File: src/rtl/fm_op_sequencer_if.sv
// Control and datapath-facing signals of the FM operator sequencer.
// The master side is the sequencer; the slave side is the timebase/register file/operator pipeline.
interface fm_op_sequencer_if;
    logic       sample_tick;
    logic       keyon_wr;
    logic [5:0] keyon_op;
    logic       overrun_clr;
    logic [5:0] op_sel;
    logic       next;
    logic       restart;
    logic [2:0] vib_pos;
    logic       busy;
    logic       frame_done;
    logic       overrun;

    modport master (
        input  sample_tick,
        input  keyon_wr,
        input  keyon_op,
        input  overrun_clr,
        output op_sel,
        output next,
        output restart,
        output vib_pos,
        output busy,
        output frame_done,
        output overrun
    );

    modport slave (
        output sample_tick,
        output keyon_wr,
        output keyon_op,
        output overrun_clr,
        input  op_sel,
        input  next,
        input  restart,
        input  vib_pos,
        input  busy,
        input  frame_done,
        input  overrun
    );
endinterface

File: src/rtl/fm_op_sequencer.sv
// Sweeps the shared FM phase datapath over every operator once per sample frame,
// turning queued key-ons into per-operator restarts and stepping the vibrato position.
module fm_op_sequencer #(
    parameter int NUM_OPS = 36,
    parameter int SETTLE  = 2,
    parameter int VIB_DIV = 1024
) (
    input logic               clk,
    input logic               reset,
    fm_op_sequencer_if.master bus
);
    localparam int DIV_W = $clog2(VIB_DIV);
    localparam int CNT_W = (SETTLE > 1) ? $clog2(SETTLE) : 1;
    localparam logic [5:0]       LAST_OP    = 6'(NUM_OPS - 1);
    localparam logic [CNT_W-1:0] SETTLE_END = CNT_W'(SETTLE - 1);
    localparam logic [DIV_W-1:0] DIV_END    = DIV_W'(VIB_DIV - 1);

    typedef enum logic [1:0] {
        ST_IDLE,
        ST_SETTLE,
        ST_STEP,
        ST_DONE
    } state_t;

    state_t           state;
    logic [CNT_W-1:0] settle_cnt;
    logic [DIV_W-1:0] frame_div;
    logic [63:0]      pending;
    logic [63:0]      pending_next;
    logic             keyon_ok;

    assign keyon_ok = bus.keyon_wr && ({1'b0, bus.keyon_op} < 7'(NUM_OPS));

    // A key-on landing on the operator being stepped is applied after the clear, so it survives to the next frame.
    always_comb begin
        pending_next = pending;
        if (state == ST_STEP) begin
            pending_next[bus.op_sel] = 1'b0;
        end
        if (keyon_ok) begin
            pending_next[bus.keyon_op] = 1'b1;
        end
    end

    // Outputs are registered one cycle ahead of the state they belong to, so restart
    // samples the pending vector as it will stand during the STEP cycle.
    always_ff @(posedge clk) begin
        if (reset) begin
            state          <= ST_IDLE;
            settle_cnt     <= '0;
            frame_div      <= '0;
            pending        <= '0;
            bus.op_sel     <= '0;
            bus.next       <= 1'b0;
            bus.restart    <= 1'b0;
            bus.vib_pos    <= '0;
            bus.busy       <= 1'b0;
            bus.frame_done <= 1'b0;
            bus.overrun    <= 1'b0;
        end else begin
            pending        <= pending_next;
            bus.next       <= 1'b0;
            bus.restart    <= 1'b0;
            bus.frame_done <= 1'b0;

            if (bus.sample_tick && (state != ST_IDLE)) begin
                bus.overrun <= 1'b1;
            end else if (bus.overrun_clr) begin
                bus.overrun <= 1'b0;
            end

            case (state)
                ST_IDLE: begin
                    if (bus.sample_tick) begin
                        state      <= ST_SETTLE;
                        bus.op_sel <= '0;
                        settle_cnt <= '0;
                        bus.busy   <= 1'b1;
                    end
                end
                ST_SETTLE: begin
                    if (settle_cnt == SETTLE_END) begin
                        state       <= ST_STEP;
                        bus.next    <= 1'b1;
                        bus.restart <= pending_next[bus.op_sel];
                    end else begin
                        settle_cnt <= settle_cnt + 1'b1;
                    end
                end
                ST_STEP: begin
                    if (bus.op_sel == LAST_OP) begin
                        // Frame bookkeeping becomes visible during the DONE cycle itself.
                        state          <= ST_DONE;
                        bus.frame_done <= 1'b1;
                        bus.op_sel     <= '0;
                        frame_div      <= frame_div + 1'b1;
                        if (frame_div == DIV_END) begin
                            bus.vib_pos <= bus.vib_pos + 3'd1;
                        end
                    end else begin
                        state      <= ST_SETTLE;
                        bus.op_sel <= bus.op_sel + 6'd1;
                        settle_cnt <= '0;
                    end
                end
                ST_DONE: begin
                    state    <= ST_IDLE;
                    bus.busy <= 1'b0;
                end
                default: begin
                    state <= ST_IDLE;
                end
            endcase
        end
    end
endmodule

File: src/flat_wrapper.sv
// flat-port wrapper written by rule: the top's interface ports become plain ports
module fm_op_sequencer_flat 
#(
    parameter int NUM_OPS = 36,
    parameter int SETTLE  = 2,
    parameter int VIB_DIV = 1024
)
  (clk, reset, bus_sample_tick, bus_keyon_wr, bus_keyon_op, bus_overrun_clr, bus_op_sel, bus_next, bus_restart, bus_vib_pos, bus_busy, bus_frame_done, bus_overrun);
  fm_op_sequencer_if bus_i ();
  input logic clk;
  input logic reset;
  input wire logic [$bits(bus_i.sample_tick)-1:0] bus_sample_tick;
  input wire logic [$bits(bus_i.keyon_wr)-1:0] bus_keyon_wr;
  input wire logic [$bits(bus_i.keyon_op)-1:0] bus_keyon_op;
  input wire logic [$bits(bus_i.overrun_clr)-1:0] bus_overrun_clr;
  output wire logic [$bits(bus_i.op_sel)-1:0] bus_op_sel;
  output wire logic [$bits(bus_i.next)-1:0] bus_next;
  output wire logic [$bits(bus_i.restart)-1:0] bus_restart;
  output wire logic [$bits(bus_i.vib_pos)-1:0] bus_vib_pos;
  output wire logic [$bits(bus_i.busy)-1:0] bus_busy;
  output wire logic [$bits(bus_i.frame_done)-1:0] bus_frame_done;
  output wire logic [$bits(bus_i.overrun)-1:0] bus_overrun;
  assign bus_i.sample_tick = bus_sample_tick;
  assign bus_i.keyon_wr = bus_keyon_wr;
  assign bus_i.keyon_op = bus_keyon_op;
  assign bus_i.overrun_clr = bus_overrun_clr;
  assign bus_op_sel = bus_i.op_sel;
  assign bus_next = bus_i.next;
  assign bus_restart = bus_i.restart;
  assign bus_vib_pos = bus_i.vib_pos;
  assign bus_busy = bus_i.busy;
  assign bus_frame_done = bus_i.frame_done;
  assign bus_overrun = bus_i.overrun;
  fm_op_sequencer #(.NUM_OPS(NUM_OPS), .SETTLE(SETTLE), .VIB_DIV(VIB_DIV)) u_core (.clk(clk), .reset(reset), .bus(bus_i));
endmodule
File: config.mk
export PLATFORM = sky130hd
export DESIGN_NAME = fm_op_sequencer_flat
export DESIGN_NICKNAME = d
export VERILOG_FILES = /design/src/rtl/fm_op_sequencer_if.sv /design/src/rtl/fm_op_sequencer.sv /design/src/flat_wrapper.sv
export SDC_FILE = /design/constraint.sdc
export NUM_CORES = 1
export LEC_CHECK = 0
export CAP_MARGIN = 0
export CORE_MARGIN = 3
export CORE_UTILIZATION = 54
export CTS_CLUSTER_DIAMETER = 100
export DETAILED_ROUTE_END_ITERATION = 10
export HOLD_SLACK_MARGIN = 0.05
export PLACE_DENSITY = 0.74
export SLEW_MARGIN = 20
export SYNTH_ARGS = -nofsm -noshare
export SYNTH_HDL_FRONTEND = slang
export SYNTH_SLANG_ARGS = --single-unit
File: constraint.sdc
create_clock -name clk -period 1.71 [get_ports clk]
set_input_delay 0.513 -clock clk [delete_from_list [all_inputs] [get_ports clk]]
set_output_delay 0.513 -clock clk [all_outputs]
set_load 0.02 [all_outputs]
==> flow_metrics.env <==
export IMPL_status="complete, but fails checks"
export IMPL_violations="negative setup slack"
export IMPL_cap_violations=0
export IMPL_grt_pass1_vias=4117
export IMPL_min_period_ns=1.87
export IMPL_yosysUniqueCellTypes=64
export IMPL_worst_pin_slew_ns=0.387
export IMPL_start_util_pct=56.8
export IMPL_drive_gt1_share_pct=28.4
export IMPL_crit_type="flip-flop to flip-flop"
export IMPL_num_antenna_cells=0
export IMPL_synth_simple_gate_area_share_pct=25.1
export IMPL_antenna_left=0
export IMPL_p_comb_share_pct=5.9
export IMPL_switching_share_pct=22.7
export IMPL_synthAdderAreaFrac_pct=0.838
export IMPL_powerDensity_nw_per_um2=723
export IMPL_setup_tns_ns=-0.155
export IMPL_worstPathMaxFanout=4
export IMPL_dp_hpwl_um=9480
export IMPL_hold_viol=0
export IMPL_worst_slack_ns=-0.155
export IMPL_regToRegStartpoint="u_core.bus.op_sel[2]$_SDFFE_PP0P_"
export IMPL_die_w_um=97.1
export IMPL_synth_ff_type="dfxtp_1"
export IMPL_dieArea_um2=9430
export IMPL_rsz0062_at_grt="yes"
export IMPL_rrSetupSlack_ns=-0.16
export IMPL_fillerInstances=563
export IMPL_rows=32
export IMPL_routed_wirelength_um=13600
export IMPL_design_core_area_um2=7890
export IMPL_gp_congestion=0.988
export IMPL_grt_max_degree=35
export IMPL_syn_avg_cell_area_um2=8.52
export IMPL_worstPathCellList="buf_6 -> mux2_2 -> a22oi_2 -> o22ai_1 -> o211ai_1 -> and3_1 -> a31oi_1"
export IMPL_reg2reg_to="u_core.bus.restart$_SDFF_PP0_"
export IMPL_first_pass_iters=6
export IMPL_syn_inst=526
export IMPL_yosysTopAreaCellShare_pct=40.6
export IMPL_cts_buffer_depth=2
export IMPL_cts_tree="yes"
export IMPL_fp_dieH_um=97.1
export IMPL_hold_path_endpoint="u_core.pending[58]$_SDFF_PP0_"
export IMPL_maxSlewHeadroom_pct=74.1
export IMPL_dr_total_vias=4428
export IMPL_ys_seq_area_share_pct=40.6
export IMPL_syn_to_final_growth_pct=30.3
export IMPL_final_area_um2=5840
export IMPL_critPathMaxStageDelay_ns=0.41
export IMPL_syn_nets=540
export IMPL_wl_per_cell_um=18.6
export IMPL_synth_edf_count=0
export IMPL_power_switching_mw=0.959
export IMPL_clk_insertion_delay_late_ns=0.38
export IMPL_power_frac_clock_pct=43.6
export IMPL_hold_start="u_core.pending[58]$_SDFF_PP0_"
export IMPL_cts_sinks=91
export IMPL_synth_top_family_by_area="simple AND/OR/NAND/NOR gates"
export IMPL_dp_cells=703
export IMPL_setup_viol=1
export IMPL_r2r_cells=7
export IMPL_whs_path_depth=2
export IMPL_ios=25
export IMPL_holdWs_ns=0.446
export IMPL_netlist_area_um2=4480
export IMPL_worst_path_buf_inv=1
export IMPL_synth_area_leader_cell="dfxtp_1"
export IMPL_intPower_mw=3.26
export IMPL_post_drt_via_cell_ratio=6.07
export IMPL_final_cells=729
export IMPL_synth_xor_area_share_pct=2.74
export IMPL_fin_crit_sh_pct=109
export IMPL_cp_end_kind="flip-flop"
export IMPL_yosys_warnings=0
export IMPL_leakagePower_nw=2.23
export IMPL_grt_overflow=0
export IMPL_crit_family="compound AO/OA/AOI/OAI gates"
export IMPL_drtIter0Drc=343
export IMPL_port_buffers=24
export IMPL_drc=0
export IMPL_crit_slowest_cell="dfxtp_4"
export IMPL_hp_class="flip-flop to flip-flop"
export IMPL_ys_async_sr_fraction_pct=0
export IMPL_fmax_mhz=536
export IMPL_grt_pass1_wl_um=21500
export IMPL_placed_area_um2=5310
export IMPL_htreeDepth=3
export IMPL_grt_antenna_before_repair=0
export IMPL_crit_required_ns=1.97
export IMPL_grt_usage_pct=28.3
export IMPL_power_frac_seq_pct=50.5
export IMPL_synth_area_leaders="dfxtp_1 (41%), a21oi_1 (7.8%), nand2_1 (4.7%), o21ai_0 (4.7%), nand2b_1 (4.5%)"
export IMPL_cts_made_buffers=9
export IMPL_arrival_ns=2.12
export IMPL_clkTransAtPathRegs_ns=0.09
export IMPL_ys_ff_latch=91
export IMPL_startpoint_type="flip-flop"
export IMPL_synth_area_mux_share_pct=5.81
export IMPL_finClkSkew_ns=0.00780
export IMPL_nets=636
export IMPL_ir_worst_vdd_mv=0.567
export IMPL_synth_compound_area_share_pct=19.6
export IMPL_slew_viol_final=0
export IMPL_clock_root_buffer="clkbuf_8"
## cell usage in the layout, fill, tap and decap left out, types with 3 or more instances in the layout
| cell type | n |
|---|---|
| xnor2_1 | 5 |
| or2_2 | 3 |
| nand2b_1 | 29 |
| and3b_1 | 3 |
| dlygate4sd2_1 | 9 |
| nor2b_1 | 5 |
| dlymetal6s2s_1 | 3 |
| mux2_2 | 5 |
| clkbuf_8 | 10 |
| a311oi_1 | 5 |
| dfxtp_4 | 6 |
| nor4_1 | 3 |
| buf_6 | 12 |
| nand2_1 | 55 |
| a22oi_1 | 5 |
| buf_4 | 83 |
| clkdlybuf4s50_1 | 5 |
| dfxtp_1 | 85 |
| inv_1 | 10 |
| and2_1 | 3 |
| o21ai_2 | 4 |
| a31oi_1 | 3 |
| nor3b_4 | 3 |
| ha_1 | 3 |
| o211ai_1 | 3 |
| xor2_1 | 8 |
| o21ai_1 | 5 |
| nor3b_1 | 3 |
| nand3_1 | 15 |
| nor2_1 | 44 |
| mux4_2 | 5 |
| and3_1 | 6 |
| bufinv_16 | 3 |
| and2b_1 | 3 |
| mux2i_1 | 8 |
| a21oi_1 | 68 |
| o21ai_0 | 35 |
## per-stage QoR
| step | setup WS, ns | util [%] | total power, mW |
|---|---|---|---|
| final | -0.155 | 74.0 | 4.22 |
| after global routing | -0.188 | 74.0 | 4.33 |
| after CTS | -0.0789 | 71.7 | 4.21 |
| after detailed placement | -0.570 | 67.4 | 2.42 |
| after global placement | -0.436 | 67.4 | 2.42 |
| after floorplan | -0.0958 | - | 2.31 |
## kinds of logic after synthesis
logic type | after synthesis
flip-flops | 91
multiplexers | 19
adder cells (fa/ha/maj) | 3
XOR/XNOR | 14
buffers and inverters | 44
AO/OA/AOI/OAI | 149
AND/OR/NAND/NOR | 206
## cells in the mapped netlist, drive strengths merged (7+ instances only)
library cell and number:
inv 10, nor3b 7, nand2b 32, dfxtp 91, o21ai 44, nand2 56, mux2i 8, xor2 8
clkbuf 14, nand3 18, buf 20, a21oi 70, nor2 47, a22oi 7
## worst max path at each step
| stage | from | endpoint | slack, ns | cells after the start |
|---|---|---|---|---|
| 5_1_grt | u_core.bus.op_sel[2]$_SDFFE_PP0P_ | u_core.bus.restart$_SDFF_PP0_ | -0.19 | 7 |
| 2_1_floorplan | u_core.bus.op_sel[2]$_SDFFE_PP0P_ | u_core.bus.restart$_SDFF_PP0_ | -0.1 | 7 |
| 6_report | u_core.bus.op_sel[2]$_SDFFE_PP0P_ | u_core.bus.restart$_SDFF_PP0_ | -0.16 | 7 |
| 3_5_place_dp | bus_keyon_op[5] | u_core.bus.restart$_SDFF_PP0_ | -0.57 | 8 |
| 4_1_cts | u_core.bus.op_sel[0]$_SDFFE_PP0P_ | u_core.bus.restart$_SDFF_PP0_ | -0.08 | 7 |
| 3_3_place_gp | bus_keyon_op[5] | u_core.bus.restart$_SDFF_PP0_ | -0.44 | 8 |
## state kept, by name, summed over array words and instances, names as in the netlist, 2 cells and up
name	flops
u_core.pending	64
u_core.bus.op_sel	6
u_core.bus.vib_pos	3
u_core.frame_div	10
u_core.state	2
## power by group through the flow
stage,combinational (mW),sequential [mW],clock [mW]
after floorplan,0.116,2.20,0
after global placement,0.224,2.19,0
after detailed placement,0.231,2.19,0
after CTS,0.237,2.14,1.84
after global routing,0.265,2.14,1.93
final,0.248,2.13,1.84
## metal layers
layer	GRT usage, %	vias up	share of wire, %
met4	9.18	0	3.2
met1	37.2	2090	41
met2	46.2	246	47
li1	-	2042	-
met3	6.17	50	8.7
met5	0	-	0
## area by class of cell
type	count	area [um^2]	area share, %
multi-input cells	391	2580	44.3
flip-flops and latches	91	1840	31.6
repair buffers	119	995	17.0
clock buffers	11	141	2.42
well taps	102	128	2.19
clock inverters	5	108	1.84
inverters	10	37.5	0.643
## worst min-delay path, cell delays in order, from the launching register on
cell	delay, ns
dfxtp_1	0.32
inv_1	0.05
a311oi_1	0.04
## timing repair
item / 4_1_cts / 5_1_grt
endpoints found under the setup margin: 29 / 25
gates resized for setup: 48 / 42
setup buffers: 1 / 9
hold buffers: 0 / 0
pin swaps: 9 / 20
(Power assumes the default switching activity.)
